## src/rtl/taitosj_obj_pkg.sv

```systemverilog
// rtl/taitosj_obj_pkg.sv - shared object-RAM types, constants and byte-lane address scramble
//
// Purpose : common definitions for the object-RAM writer (obj_ram_loader) and the
//           obj_bus CPU port, so both sides agree on the lane scramble.
// Contents: obj_ld_state_t  loader FSM state encoding
//           OBJ_RAM_AW      byte address width of one object-RAM bank
//           OBJ_HIDE_BYTE   fill value that parks a sprite off-screen (Y nibble F)
//           obj_addr_scramble(cnt) linear byte index -> physical lane address
package taitosj_obj_pkg;

  localparam int OBJ_RAM_AW = 8;
  localparam logic [7:0] OBJ_HIDE_BYTE = 8'hFF;

  typedef enum logic [2:0] {
    ST_IDLE  = 3'd0,
    ST_REQ   = 3'd1,
    ST_WAIT  = 3'd2,
    ST_WRITE = 3'd3,
    ST_FILL  = 3'd4,
    ST_DONE  = 3'd5
  } obj_ld_state_t;

  // The two low address lines are swizzled on the board: bit1 = cnt1 XNOR cnt0,
  // bit0 = ~cnt0. Upper lines pass straight through.
  function automatic logic [OBJ_RAM_AW-1:0] obj_addr_scramble(input logic [OBJ_RAM_AW-1:0] cnt);
    return {cnt[OBJ_RAM_AW-1:2], cnt[1] ^ ~cnt[0], ~cnt[0]};
  endfunction

endpackage

```

## src/rtl/obj_ram_loader.sv

```systemverilog
// rtl/obj_ram_loader.sv - vblank DMA copying the sprite attribute list into object RAM
//
// Purpose : once per frame, copies OBJ_BYTES bytes from CPU work RAM (via the
//           main-RAM arbiter handshake) into port B of the object RAM, writing
//           the bank opposite the one on display and applying the lane scramble.
// Macro   : OBJ_LOADER_CLEAR_EN - when defined, the remaining bytes of the bank
//           (OBJ_BYTES..255) are then filled with OBJ_HIDE_BYTE so stale sprites
//           are hidden. Undefined: the run ends right after the last copied byte.
// Ports   : clkm_48MHZ  in   sole clock, rising edge
//           reset       in   synchronous, active-high
//           start       in   level; a 0->1 edge while idle starts a run
//           src_base    in   source start address, sampled at start
//           disp_bank   in   displayed bank; the other bank is written
//           src_req     out  source read request (held until src_ack)
//           src_addr    out  source read address (base + cnt, wraps)
//           src_ack     in   one-cycle acknowledge, src_data valid with it
//           src_data    in   source read data
//           obj_addr    out  {bank, scrambled byte address}
//           obj_data    out  object RAM write data
//           obj_we      out  one-cycle write strobe
//           busy        out  run in progress; holds off CPU object writes
//           done        out  one-cycle pulse at end of run
module obj_ram_loader
  import taitosj_obj_pkg::*;
#(
  parameter int OBJ_BYTES = 128,
  parameter int SRC_AW    = 16
) (
  input  logic              clkm_48MHZ,
  input  logic              reset,
  input  logic              start,
  input  logic [SRC_AW-1:0] src_base,
  input  logic              disp_bank,
  output logic              src_req,
  output logic [SRC_AW-1:0] src_addr,
  input  logic              src_ack,
  input  logic [7:0]        src_data,
  output logic [OBJ_RAM_AW:0] obj_addr,
  output logic [7:0]        obj_data,
  output logic              obj_we,
  output logic              busy,
  output logic              done
);

  // Counter is one bit wider than the lane address so OBJ_BYTES == 256 can be
  // compared without wrapping into the other bank.
  localparam logic [8:0] LP_BYTES = 9'(OBJ_BYTES);

`ifdef OBJ_LOADER_CLEAR_EN
  localparam bit LP_CLEAR = (OBJ_BYTES < 256);
`else
  localparam bit LP_CLEAR = 1'b0;
`endif

  obj_ld_state_t r_state;
  obj_ld_state_t w_next;

  logic                r_start_d;
  logic [SRC_AW-1:0]   r_base;
  logic                r_bank;
  logic [8:0]          r_cnt;
  logic                r_src_req;
  logic [SRC_AW-1:0]   r_src_addr;
  logic [OBJ_RAM_AW:0] r_obj_addr;
  logic [7:0]          r_obj_data;
  logic                r_obj_we;

  logic       w_start_edge;
  logic [8:0] w_cnt_inc;
  logic       w_last_data;
  logic       w_fill_last;
  logic       w_busy;
  logic       w_done;

  assign w_start_edge = start & ~r_start_d;
  assign w_cnt_inc    = r_cnt + 9'd1;
  assign w_last_data  = (w_cnt_inc == LP_BYTES);
  assign w_fill_last  = (r_cnt[7:0] == 8'hFF);

  always_comb begin
    w_next = r_state;
    w_busy = 1'b1;
    w_done = 1'b0;
    case (r_state)
      ST_IDLE: begin
        w_busy = 1'b0;
        if (w_start_edge) w_next = ST_REQ;
      end
      ST_REQ:  w_next = ST_WAIT;
      ST_WAIT: if (src_ack) w_next = ST_WRITE;
      ST_WRITE: begin
        if (w_last_data) w_next = LP_CLEAR ? ST_FILL : ST_DONE;
        else             w_next = ST_REQ;
      end
`ifdef OBJ_LOADER_CLEAR_EN
      ST_FILL: if (w_fill_last) w_next = ST_DONE;
`endif
      ST_DONE: begin
        w_done = 1'b1;
        w_next = ST_IDLE;
      end
      default: begin
        w_busy = 1'b0;
        w_next = ST_IDLE;
      end
    endcase
  end

  always_ff @(posedge clkm_48MHZ) begin
    if (reset) begin
      r_state    <= ST_IDLE;
      // Track start even in reset so a level held high through reset is not an edge.
      r_start_d  <= start;
      r_base     <= '0;
      r_bank     <= 1'b0;
      r_cnt      <= '0;
      r_src_req  <= 1'b0;
      r_src_addr <= '0;
      r_obj_addr <= '0;
      r_obj_data <= '0;
      r_obj_we   <= 1'b0;
    end else begin
      r_state   <= w_next;
      r_start_d <= start;
      r_obj_we  <= 1'b0;
      case (r_state)
        ST_IDLE: begin
          if (w_start_edge) begin
            r_base <= src_base;
            r_bank <= ~disp_bank;
            r_cnt  <= '0;
          end
        end
        ST_REQ: begin
          r_src_req  <= 1'b1;
          r_src_addr <= r_base + SRC_AW'(r_cnt);
        end
        ST_WAIT: begin
          if (src_ack) begin
            r_src_req  <= 1'b0;
            r_obj_data <= src_data;
            r_obj_addr <= {r_bank, obj_addr_scramble(r_cnt[7:0])};
            r_obj_we   <= 1'b1;
          end
        end
        ST_WRITE, ST_FILL: begin
          r_cnt <= w_cnt_inc;
          // Strobe for the next fill byte is staged here so each FILL cycle writes.
          if (w_next == ST_FILL) begin
            r_obj_data <= OBJ_HIDE_BYTE;
            r_obj_addr <= {r_bank, obj_addr_scramble(w_cnt_inc[7:0])};
            r_obj_we   <= 1'b1;
          end
        end
        default: ;
      endcase
    end
  end

  assign src_req  = r_src_req;
  assign src_addr = r_src_addr;
  assign obj_addr = r_obj_addr;
  assign obj_data = r_obj_data;
  assign obj_we   = r_obj_we;
  assign busy     = w_busy;
  assign done     = w_done;

endmodule
```

## config.mk

```make
export PLATFORM = sky130hd
export DESIGN_NAME = obj_ram_loader
export DESIGN_NICKNAME = d
export VERILOG_FILES = /design/src/rtl/taitosj_obj_pkg.sv /design/src/rtl/obj_ram_loader.sv
export SDC_FILE = /design/constraint.sdc
export NUM_CORES = 1
export LEC_CHECK = 0
export ABC_AREA = 1
export CORE_ASPECT_RATIO = 0.9
export CORE_MARGIN = 4
export CORE_UTILIZATION = 30
export CTS_CLUSTER_SIZE = 28
export DETAILED_ROUTE_END_ITERATION = 6
export GPL_ROUTABILITY_DRIVEN = 0
export PLACE_DENSITY = 0.47
export SETUP_SLACK_MARGIN = 0.1
export SYNTH_ARGS = -nofsm -noshare
export SYNTH_HDL_FRONTEND = slang
export SYNTH_SLANG_ARGS = --single-unit
```

## constraint.sdc

```tcl
create_clock -name clkm_48MHZ -period 1.8 [get_ports clkm_48MHZ]
set_input_delay 0.36 -clock clkm_48MHZ [delete_from_list [all_inputs] [get_ports clkm_48MHZ]]
set_output_delay 0.36 -clock clkm_48MHZ [all_outputs]
set_load 0.005 [all_outputs]
```

==> results.cfg, run 1 <==
[floorplanning]
fp.dieW_um = 119.8
core_sq_um = 10900
initial_core_util_pct = 30.97
dieArea_sq_um = 13020
die_h_um = 108.6
io_pins = 66
row_count = 36

[clock_tree]
cts_made_buffers = 9
cts-root-buf = clkbuf_16
cts.sinks = 65
cts_tree = yes
clk_path_buf_depth = 2
htree_levels = 3
post_cts_buffers = 0
cts_hold_buf = 0
worstSkewPairLatency_ps = 330
clkSlewWorstSetupHoldPaths_ps = 60

[placement]
port_buffers = 65
dp_hpwl_um = 6744
dp_slack_ps = 25.74
dpl.cell_count = 702
placement.cell_area_sq_um = 4302

[routing]
dr.pass1.iters = 4
wirelength_um = 9213
wl_per_cell_um = 12.83
vias = 3199
drt_iter0_markers = 155
via_per_inst = 4.455
drc = 0
ant_nets = 0

[sta]
post-route-min-period_ps = 1588
finClkSkew_ps = 7.859
maxSlewHeadroom_pct = 73.72
fin_tns_setup_ps = 0
rsz0062_at_grt = yes
hold_viol_final = 0
min_period_over_period_pct = 88.23
fin_hold_ws_ps = 463.5
max_slew.worst_pin.slew_ps = 393.6
setup_viol = 0
fmax_mhz = 629.6
drv_slew = 0
setup_ws_ps = 211.8

[final_layout]
antenna_cells = 0
postLayoutCoreUtil_pct = 43.69
drive_gt1_share_pct = 14.31
nets = 603
fin_cells = 718
final_area_sq_um = 4762
syn2layout_area_growth_pct = 41.07

[yosys]
avgSynthCellArea_sq_um = 6.989
syn_area_sq_um = 3376
synthTopCellsByCount = 99 x nand2_1, 65 x dfxtp_1, 63 x nor2_1
yosysTopAreaCell = dfxtp_1
synth_nets = 525
synth-async-reset-ratio_pct = 0
synth_edf_count = 0
synth_top_area_share_pct = 38.55
syn_inst = 483
synth_warnings = 0
synth.area.top_cells = dfxtp_1 39%, nand2_1 11%, nor2_1 7.0%
synthDistinctLibCells = 31
ys_ff_latch = 65
ys.flop_type = dfxtp_1
synthMostInstantiatedCell = nand2_1
seq_area_frac_synth_pct = 38.55

[power_and_ir_drop]
p_leak_nw = 2.034
power.density_nw_per_um2 = 841.3
power_mw = 4.006
peakVddDrop_v = 0.0004261

[global_routing]
grt.busiest_layer = met1
grtUsageTotal_pct = 14.52
grtUsageMet3_pct = 2.956
grt_pass1_wl_um = 14990
grt_util_met2_pct = 20.12
overflow = 0
grt_max_degree = 42
antenna_found_initial = 0
grt_pass1_vias = 3032
met1_usage_pct = 21.73

[setup_path]
crit_path_end_kind = flop
critPathLaunch = r_cnt[2]$_SDFFE_PP0P_
cp.required_ps = 2030
r2r_start = r_cnt[2]$_SDFFE_PP0P_
arrival_ps = 1820
cp_max_fo = 5
crit_path_start_kind = flop
r2r.worst_path.cells = 10
crit_type = flop to flop

[worst_hold_path]
hold_depth = 2
hold_path.class = flop to flop
hp-start = obj_data[6]$_SDFFE_PP0P_

[outcome]
status = finished, final reports clean

[run]
drv_cap = 0
registers in the layout (all words and copies together) (netlist names):
name	flops
r_base	16
obj_we	1
src_req	1
r_cnt	9
obj_data	8
r_start_d	1
obj_addr	9
r_state	3
r_bank	1
src_addr	16
final timing paths:
kind	to	slack, ps
setup / recovery	src_addr[15]$_SDFFE_PP0P_	210
hold / removal	obj_data[6]$_SDFFE_PP0P_	460
setup reg to reg	src_addr[15]$_SDFFE_PP0P_	210
hold reg to reg	obj_data[6]$_SDFFE_PP0P_	460
final cells by class:
| cell class | instances | area, sq um |
|---|---|---|
| timing repair buffer | 84 | 828.3 |
| sequential | 65 | 1310 |
| clock inverter | 4 | 75.07 |
| tap | 152 | 190.2 |
| inverter | 68 | 255.2 |
| multi-input combinational | 333 | 1847 |
| fill | 1161 | 6138 |
| clock buffer | 12 | 256.5 |
critical path: stages (launching register included):
cell	delay, ps
dfxtp_1	380
ha_4	240
or2_2	290
nand3_1	110
nand2_1	110
nand2_1	90
nand2_1	50
nand2_1	50
nand3_1	80
nand2_1	70
inv_1	30
timing repair:
item | 4_1_cts | 5_1_grt
gates resized for setup | 7 | 23
pin swaps | 0 | 1
endpoints found under the setup margin | 6 | 13
cloned | 0 | 0
cells in the final DEF (no fill, tap or decap), types with 2 or more instances in the layout:
| cell | instances |
|---|---|
| inv_2 | 10 |
| buf_12 | 3 |
| o21a_1 | 5 |
| nand4_1 | 5 |
| clkdlybuf4s50_1 | 63 |
| clkbuf_16 | 9 |
| a21oi_1 | 31 |
| dlygate4sd2_1 | 2 |
| and2_1 | 3 |
| o211ai_1 | 7 |
| buf_4 | 16 |
| nor2_1 | 61 |
| o21ai_1 | 5 |
| dfxtp_1 | 58 |
| a21oi_2 | 2 |
| bufinv_16 | 2 |
| o211ai_2 | 2 |
| ha_4 | 6 |
| nand2_2 | 5 |
| nor2_2 | 2 |
| ha_1 | 5 |
| xor2_1 | 8 |
| o21ai_0 | 37 |
| o21bai_1 | 5 |
| nand3_4 | 2 |
| clkinvlp_4 | 2 |
| nor2_4 | 2 |
| nor3_1 | 2 |
| clkbuf_8 | 2 |
| nand3_1 | 26 |
| dfxtp_2 | 7 |
| inv_1 | 58 |
| nand3b_1 | 3 |
| nand3_2 | 6 |
| nand2_1 | 98 |
where the power goes:
part | internal [mW] | switching (mW)
clock network | 1.29 | 0.657
logic | 0.256 | 0.228
registers | 1.52 | 0.0561
total | 3.07 | 0.940
cells by family after synthesis:
group / Yosys count / synth area share, %
and+or+nand+nor: 216 / 27.91
adders and majority gates: 13 / 5.041
DFF: 65 / 38.55
AOI/OAI and AO/OA: 96 / 16.05
buffers and inverters: 85 / 10.38
xor gates and xnor gates: 8 / 2.076
layer usage:
| layer | up-vias | wire, um | part of all wire, % |
|---|---|---|---|
| li1 | 1707 | - | - |
| met2 | 74 | 3602 | 39 |
| met4 | 0 | 145 | 1.6 |
| met3 | 9 | 388 | 4.2 |
| met5 | - | 0 | 0 |
| met1 | 1409 | 5077 | 55 |
(Power assumes the default switching activity.)
==> inputs of run 2 (changes only) <==
CORE_ASPECT_RATIO = 1.4   (was 0.9)
HOLD_SLACK_MARGIN = 0.06   (was default)
==> run 2 against run 1 <==
  * First-iteration DRC count decreased by 54%
  * Combinational power about the same
  * Total power grew 5.5%
  * Hold slack lost 2.0 ps
  * Clock skew about the same
  * Non-clock buffer count rose by 4
  * Count of clock-buffer cells in the layout down 3
  * Clock power rose by 11%
  * Register-to-register slack got worse by 50 ps
  * Sequential share of layout area decreased by 0.29 points
  * Routed wire length grew 1.4%
  * Via count grew 2.4%
  * Critical path type unchanged
  * Largest cell class unchanged
==> results.cfg, run 2 (synthesis results as in run 1) <==
[outcome]
status = finished, final reports clean

[setup_path]
crit_path_end_kind = flop
r2r.worst_path.cells = 11
arrival_ps = 1910
cp.required_ps = 2070
crit_type = flop to flop
r2r_setup_slack_ps = 160
cp_max_fo = 3
r2r-end = src_addr[8]$_SDFFE_PP0P_
crit_path_start_kind = flop
r2r_start = r_base[0]$_SDFFE_PP0P_
critPathLaunch = r_base[0]$_SDFFE_PP0P_

[final_layout]
syn2layout_area_growth_pct = 42.59
nets = 607
final_common_cell = nand2_1
final_area_sq_um = 4813
antenna_cells = 0
mostFrequentLayoutCells = 97 x nand2_1, 63 x clkdlybuf4s50_1, 60 x nor2_1
fillers = 1178
drive_gt1_share_pct = 15.09

[sta]
max_slew.worst_pin.slew_ps = 251.6
fin_tns_setup_ps = 0
setup_ws_ps = 160.7
fmax_mhz = 610.0
drv_slew = 0
maxSlewHeadroom_pct = 83.05
fin_hold_ws_ps = 461.5
rsz0062_at_grt = yes
finClkSkew_ps = 7.407
hold_viol_final = 0
min_period_over_period_pct = 91.07
setup_viol = 0
post-route-min-period_ps = 1639

[global_routing]
grt_max_degree = 42
overflow = 0
antenna_found_initial = 0
grt_pass1_wl_um = 15680
grtUsageTotal_pct = 14.95
grt_pass1_vias = 3288

[routing]
vias = 3275
wl_per_cell_um = 13.14
ant_nets = 0
drt_iter0_markers = 72
wirelength_um = 9340
drc = 0
dr.pass1.iters = 4
via_per_inst = 4.606

[clock_tree]
cts.sinks = 65
cts_made_buffers = 9
clk_path_buf_depth = 2
cts_tree = yes
htree_levels = 3
cts-root-buf = clkbuf_16
cts_hold_buf = 0
clkSlewWorstSetupHoldPaths_ps = 60
worstSkewPairLatency_ps = 330

[placement]
placement.cell_area_sq_um = 4310
port_buffers = 65
dp_slack_ps = 39.48
dp_hpwl_um = 6983

[worst_hold_path]
hp-start = obj_data[0]$_SDFFE_PP0P_
hold_path.class = flop to flop
whs_endpoint = obj_data[0]$_SDFFE_PP0P_
hold_depth = 2

[power_and_ir_drop]
p_leak_nw = 2.082
p_int_mw = 3.275
seqPwrFrac_pct = 37.3
switching_share_pct = 22.50
switchingPower_mw = 0.9507
p_comb_share_pct = 11.5
power.density_nw_per_um2 = 877.9
p_clk_share_pct = 51.2
peakVddDrop_v = 0.0005151

[floorplanning]
io_pins = 66
fp.dieW_um = 97.65
initial_core_util_pct = 30.90
die_h_um = 133.5
dieArea_sq_um = 13040
core_sq_um = 10920
row_count = 45

[run]
drv_cap = 0
[run 2: worst max path at each step]
stage | end | slack (ps) | depth (start not counted)
finish | src_addr[8]$_SDFFE_PP0P_ | 160 | 11
global route | src_addr[10]$_SDFFE_PP0P_ | 70 | 9
CTS | done | 7 | 3
detailed placement | r_base[4]$_SDFFE_PP0P_ | 40 | 7
global placement | src_addr[9]$_SDFFE_PP0P_ | 60 | 10
floorplan | src_addr[8]$_SDFFE_PP0P_ | 140 | 11
[run 2: worst max-delay path: stages, from the launching register on]
cell	delay, ps
dfxtp_2	330
ha_2	170
inv_1	50
fa_2	370
inv_2	90
nand3_1	90
nand3_2	110
nand2_2	60
a21oi_1	110
nand3b_1	110
nand2_1	50
inv_1	40
[run 2: area by class of cell]
| type | count | area [sq um] | share of cell area, % |
|---|---|---|---|
| multi-input combinational | 333 | 1843 | 38.29 |
| clock inverter | 7 | 141.4 | 2.937 |
| tap | 141 | 176.4 | 3.665 |
| timing repair buffer | 88 | 862.1 | 17.91 |
| sequential | 65 | 1310 | 27.22 |
| clock buffer | 9 | 225.2 | 4.679 |
| inverter | 68 | 255.2 | 5.303 |
[run 2: routing by layer]
metal  share of wire (%)  track usage, %
met2                  51           27.12
met1                  42           16.35
met3                 4.0           3.510
met4                 3.1           6.851
met5                   0               0
[run 2: through the flow]
stage / power, mW / util, % / std cells
2_1_floorplan: 1.827 / - / 483
3_3_place_gp: 2.084 / 39.46 / 694
3_5_place_dp: 2.085 / 39.46 / 694
4_1_cts: 4.273 / 43.06 / 710
5_1_grt: 4.416 / 44.07 / 711
6_report: 4.226 / 44.07 / 711
[run 2: power groups by stage]
stage	Combinational, mW	Clock (mW)	Sequential [mW]
after floorplan	0.232	0	1.60
after global placement	0.484	0	1.60
after detailed placement	0.485	0	1.60
after CTS	0.489	2.21	1.57
after global routing	0.548	2.28	1.59
final	0.487	2.16	1.58
[run 2: repair_timing]
action | in CTS | in global routing
resized for setup | 10 | 23
pin swaps | 0 | 1
cloned | 0 | 0
buffers inserted | 0 | 1
endpoints found under the setup margin | 8 | 11
